File: src/rtl/ram_read_streamer.sv
// rtl/ram_read_streamer.sv - burst reader: RAM read pipeline into a small FIFO with a valid/ready stream out
// Optional feature: define RAM_READ_STREAMER_ABORT_EN to add the abort input.
module ram_read_streamer #(
  parameter int DATA_WIDTH   = 8,
  parameter int ADDR_WIDTH   = 9,
  parameter int READ_LATENCY = 2,
  parameter int FIFO_DEPTH   = 4
) (
  input  logic                  rclk,
  input  logic                  rst,
`ifdef RAM_READ_STREAMER_ABORT_EN
  input  logic                  abort,
`endif
  input  logic                  start,
  input  logic [ADDR_WIDTH-1:0] start_addr,
  input  logic [ADDR_WIDTH:0]   length,
  output logic                  busy,
  output logic                  done,
  output logic [ADDR_WIDTH-1:0] raddr,
  output logic                  re,
  input  logic [DATA_WIDTH-1:0] rdata,
  output logic                  m_valid,
  input  logic                  m_ready,
  output logic [DATA_WIDTH-1:0] m_data,
  output logic                  m_last
);

  localparam int PW = $clog2(FIFO_DEPTH);
  localparam int CW = PW + 1;

  typedef enum logic [1:0] {IDLE, ISSUE, DRAIN, DONE} state_t;

  state_t                  state;
  logic [DATA_WIDTH-1:0]   mem [FIFO_DEPTH];
  logic [PW-1:0]           wr_ptr, rd_ptr;
  logic [CW-1:0]           fifo_count;
  logic [CW-1:0]           inflight;
  logic [READ_LATENCY-1:0] track;
  logic [ADDR_WIDTH:0]     len_q, issue_left, beat_cnt;
  logic                    push, pop, last_xfer, abort_req;

  // Credit check counts reads still in the RAM pipe so the FIFO can always absorb them
  always_comb begin
    inflight = '0;
    for (int i = 0; i < READ_LATENCY; i++) inflight = inflight + CW'(track[i]);
`ifdef RAM_READ_STREAMER_ABORT_EN
    abort_req = abort && (state == ISSUE || state == DRAIN);
`else
    abort_req = 1'b0;
`endif
    re        = (state == ISSUE) && !abort_req && ((inflight + fifo_count) < CW'(FIFO_DEPTH));
    push      = track[READ_LATENCY-1];
    m_valid   = (fifo_count != '0);
    pop       = m_valid && m_ready;
    m_data    = m_valid ? mem[rd_ptr] : '0;
    m_last    = m_valid && (beat_cnt == len_q - 1'b1);
    last_xfer = pop && m_last;
  end

  // Read tracking pipe and FIFO pointers; reset and abort both discard everything in flight
  always_ff @(posedge rclk) begin
    if (rst || abort_req) begin
      track      <= '0;
      wr_ptr     <= '0;
      rd_ptr     <= '0;
      fifo_count <= '0;
    end else begin
      track[0] <= re;
      for (int i = 1; i < READ_LATENCY; i++) track[i] <= track[i-1];
      if (push) wr_ptr <= wr_ptr + 1'b1;
      if (pop)  rd_ptr <= rd_ptr + 1'b1;
      fifo_count <= fifo_count + CW'(push) - CW'(pop);
    end
  end

  // FIFO storage, written when a tracked read's data emerges from the RAM
  always_ff @(posedge rclk) begin
    if (push) mem[wr_ptr] <= rdata;
  end

  // Burst control FSM with registered busy/done
  always_ff @(posedge rclk) begin
    if (rst) begin
      state      <= IDLE;
      busy       <= 1'b0;
      done       <= 1'b0;
      raddr      <= '0;
      len_q      <= '0;
      issue_left <= '0;
      beat_cnt   <= '0;
    end else begin
      done <= 1'b0;
      if (pop) beat_cnt <= beat_cnt + 1'b1;
      case (state)
        IDLE: begin
          if (start) begin
            len_q      <= length;
            issue_left <= length;
            raddr      <= start_addr;
            beat_cnt   <= '0;
            if (length == '0) begin
              state <= DONE;
              done  <= 1'b1;
            end else begin
              state <= ISSUE;
              busy  <= 1'b1;
            end
          end
        end
        ISSUE: begin
          if (abort_req) begin
            state <= DONE;
            busy  <= 1'b0;
            done  <= 1'b1;
          end else if (re) begin
            raddr      <= raddr + 1'b1;
            issue_left <= issue_left - 1'b1;
            if (issue_left == (ADDR_WIDTH+1)'(1)) state <= DRAIN;
          end
        end
        DRAIN: begin
          if (abort_req || last_xfer) begin
            state <= DONE;
            busy  <= 1'b0;
            done  <= 1'b1;
          end
        end
        default: begin
          state <= IDLE;
        end
      endcase
    end
  end

endmodule

File: config.mk
export PLATFORM = sky130hd
export DESIGN_NAME = ram_read_streamer
export DESIGN_NICKNAME = d
export VERILOG_FILES = /design/src/rtl/ram_read_streamer.sv
export SDC_FILE = /design/constraint.sdc
export NUM_CORES = 1
export LEC_CHECK = 0
export BUFFER_PORTS_ARGS = -buffer_cell sky130_fd_sc_hd__buf_2
export CAP_MARGIN = 20
export CORE_MARGIN = 2
export CORE_UTILIZATION = 25
export CTS_CLUSTER_DIAMETER = 200
export CTS_CLUSTER_SIZE = 10
export DETAILED_ROUTE_END_ITERATION = 10
export PLACE_DENSITY = 0.46
export RECOVER_POWER = 50
export SLEW_MARGIN = 20
export SYNTH_ARGS = -nofsm -noshare
export SYNTH_HDL_FRONTEND = slang
export SYNTH_SLANG_ARGS = --single-unit
File: constraint.sdc
create_clock -name rclk -period 3.41 [get_ports rclk]
set_clock_uncertainty 0.15 [all_clocks]
set_input_delay 0 -clock rclk [delete_from_list [all_inputs] [get_ports rclk]]
set_output_delay 0 -clock rclk [all_outputs]
set_load 0.02 [all_outputs]
==> flow_summary.toml <==
[finish]
stdcell_area_mm2 = 0.00542
syn2layout_area_growth_pct = 26.8
insertedDiodeCount = 0
layout_common_cells = "nand2_1 (55), dfxtp_1 (54), dlygate4sd3_1 (40)"
layout_commonest_cell = "nand2_1"
fin_nets = 559
final_cells = 736
drive_gt1_share_pct = 14.1
n_fill_cell = 1704

[floorplanning]
floorplan.die.height_um = 135
initial_core_util_pct = 25.7
rows = 47
dieArea_mm2 = 0.0182
core_mm2 = 0.0166
num_io_pins = 53
die_w_um = 135

[timing]
setup_tns_ns = 0
slew_headroom_pct = 18.3
hold_viol = 0
setup_viol = 0
fin_crit_ns = 2.70
fin_crit_sh_pct = 79.1
worstMarginPinSlew_ns = 1.23
rsz0062_at_grt = "no"
max_freq_ghz = 0.371
maxSlewViolCount = 0
fin_ws_ns = 0.712

[power_and_ir_drop]
pwr-share-seq_pct = 35.1
finalPower_mw = 4.12
p_clk_share_pct = 25.3
pwr-share-comb_pct = 39.6
power_switching_mw = 1.61
power.internal_mw = 2.52
switching_share_pct = 39.0
power.density_mw_per_mm2 = 760
p_leak_nw = 2.02
peakVddDrop_v = 0.000330

[synthesis]
ys_seq_area_share_pct = 47.8
synth_edf_count = 32
synth_area_mm2 = 0.00427
synth_top_flop_cell = "dfxtp_1"
avgSynthCellArea_um2 = 9.99
synth.distinct_cells = 61
syn_nets = 476
synth-seq-cells = 86
synthCells = 428
synth_warnings = 0
async_flop_share_pct = 0

[cts]
cts_sinks = 86
cts.repair.resized = 0
clk_latency_ns = 0.35
path_clk_slew_ns = 0.07
numCtsBuffers = 9
cts_buffer_depth = 2
htree_levels = 3
cts_tree = "done"
cts_root_buf = "clkbuf_16"

[worst_setup_path]
slowest_delay_ns = 0.47
path_cells = "or3_4 > nand2_1 > inv_2 > ha_1 > inv_1 > ha_1 > inv_1 > fa_1 > xor2_1 > xnor2_1 > nor2_1"
cp.arrival_ns = 2.74
crit_family = "adder cells"
path_class = "register to register"
path_buf_inv = 3
required_ns = 3.45
r2r_slack_ns = 0.71
worst-path-max-fanout = 11
crit_path_end_kind = "register"
crit_path_start_kind = "register"
slowest_stage = "or3_4"

[flow_run]
cap_violations = 0

[routing]
post_drt_wl_per_cell_um = 13.3
drc = 0
vias = 3371
drtAntennaViolNets = 0
dr.pass1.iters = 4
vias_per_cell = 4.58
drt_iter0_drc = 116
finalWirelength_mm = 9.81

[min_path]
hold_class = "primary input to register"

[global_route]
antenna_found_initial = 0
grt_pass1_wl_mm = 16.5
grt_pass1_vias = 3394
grt_overflow = 0
grt_max_degree = 39
grt_usage_pct = 11.4

[placed_design]
pre_cts_ws_ns = 0.713
placed_cells = 680
placed_area_mm2 = 0.00473
portBuffers = 52
place_congestion = 0.749
place_hpwl_mm = 6.88

[outcome]
status = "complete, no violations"
final cells by class:
class | instances | area (um2) | share of cell area [%]
clock buffers | 9 | 225 | 4.15
clock inverters | 7 | 91.3 | 1.68
inverters | 17 | 63.8 | 1.18
multi-input cells | 302 | 2070 | 38.2
flip-flops and latches | 86 | 2040 | 37.7
well taps | 220 | 275 | 5.08
repair buffers | 95 | 654 | 12.1
state kept, by name (all words and copies together) (netlist names), 3 cells and up, named ones only:
register / flops
mem: 32
beat_cnt: 10
issue_left: 10
len_q: 10
raddr: 9
fifo_count: 3
power groups by stage:
stage,combinational (mW),sequential [mW],clock [mW]
6_report,1.63,1.45,1.04
3_5_place_dp,1.61,1.47,0
4_1_cts,1.67,1.45,1.07
5_1_grt,1.83,1.48,1.12
2_1_floorplan,1.22,1.44,0
3_3_place_gp,1.57,1.46,0
cell usage after synthesis, types with 3 or more instances:
library cell  instances  area share, %
clkbuf_1             17            1.5
o31ai_1               3           0.53
a211oi_1              5           0.88
or3_1                 4           0.59
o2bb2ai_1             5            1.0
dfxtp_1              54             25
nand3_1               6           0.70
a21oi_1              27            3.2
or4_1                 3           0.53
o21ai_1               4           0.47
edfxtp_1             32             22
and2_1               13            1.9
nor3_1               10            1.2
inv_1                15            1.3
a22oi_1               9            1.6
nand2_1              55            4.8
a221oi_1              3           0.61
and3_1                6           0.88
mux4_2                8            4.2
nand2b_1              3           0.44
o21ai_0              15            1.8
nor2b_1               6           0.88
nor4_1                3           0.44
ha_1                 16            4.7
nor2_1               39            3.4
xnor2_1              10            2.0
xor2_1               14            2.9
what timing repair did:
item	CTS	global route
hold buffers	40	0
buffers inserted	0	0
hold endpoints to repair	63	0
metal layers:
metal / vias up / wire (um) / share of wire [%] / track usage [%]
met5: - / 0 / 0 / 0
met3: 14 / 390 / 4.0 / 2.89
li1: 1685 / - / - / -
met4: 0 / 184 / 1.9 / 4.44
met2: 66 / 4680 / 48 / 19.0
met1: 1606 / 4550 / 46 / 14.2
per-stage QoR:
step	hold slack [ns]	util [%]
after global routing	0.335	32.6
after CTS	0.241	32.7
after detailed placement	0.0677	28.4
final	0.300	32.6
after global placement	0.0644	28.4
after floorplan	-0.0511	-
path summary, 6_finish.rpt:
check / from / end / cells past startpoint
worst min register to register: track[0] / track[1] / 1
worst max register to register: fifo_count[1] / fifo_count[2] / 11
worst max-delay path: fifo_count[1] / fifo_count[2] / 11
worst min-delay path: rdata[1] / mem[1][1] / 2
kinds of logic (layout without fill, tap and decap cells):
group	Yosys count	count (layout)	synth area share, %
AO/OA/AOI/OAI	90	90	14.6
adder cells (fa/ha/maj)	17	17	5.15
flip-flops	86	86	47.8
AND/OR/NAND/NOR	159	159	18.0
XOR/XNOR	25	25	5.44
buffers and inverters	40	128	4.10
multiplexers	11	11	4.95
Note: power is estimated with default switching activity, not from simulation.
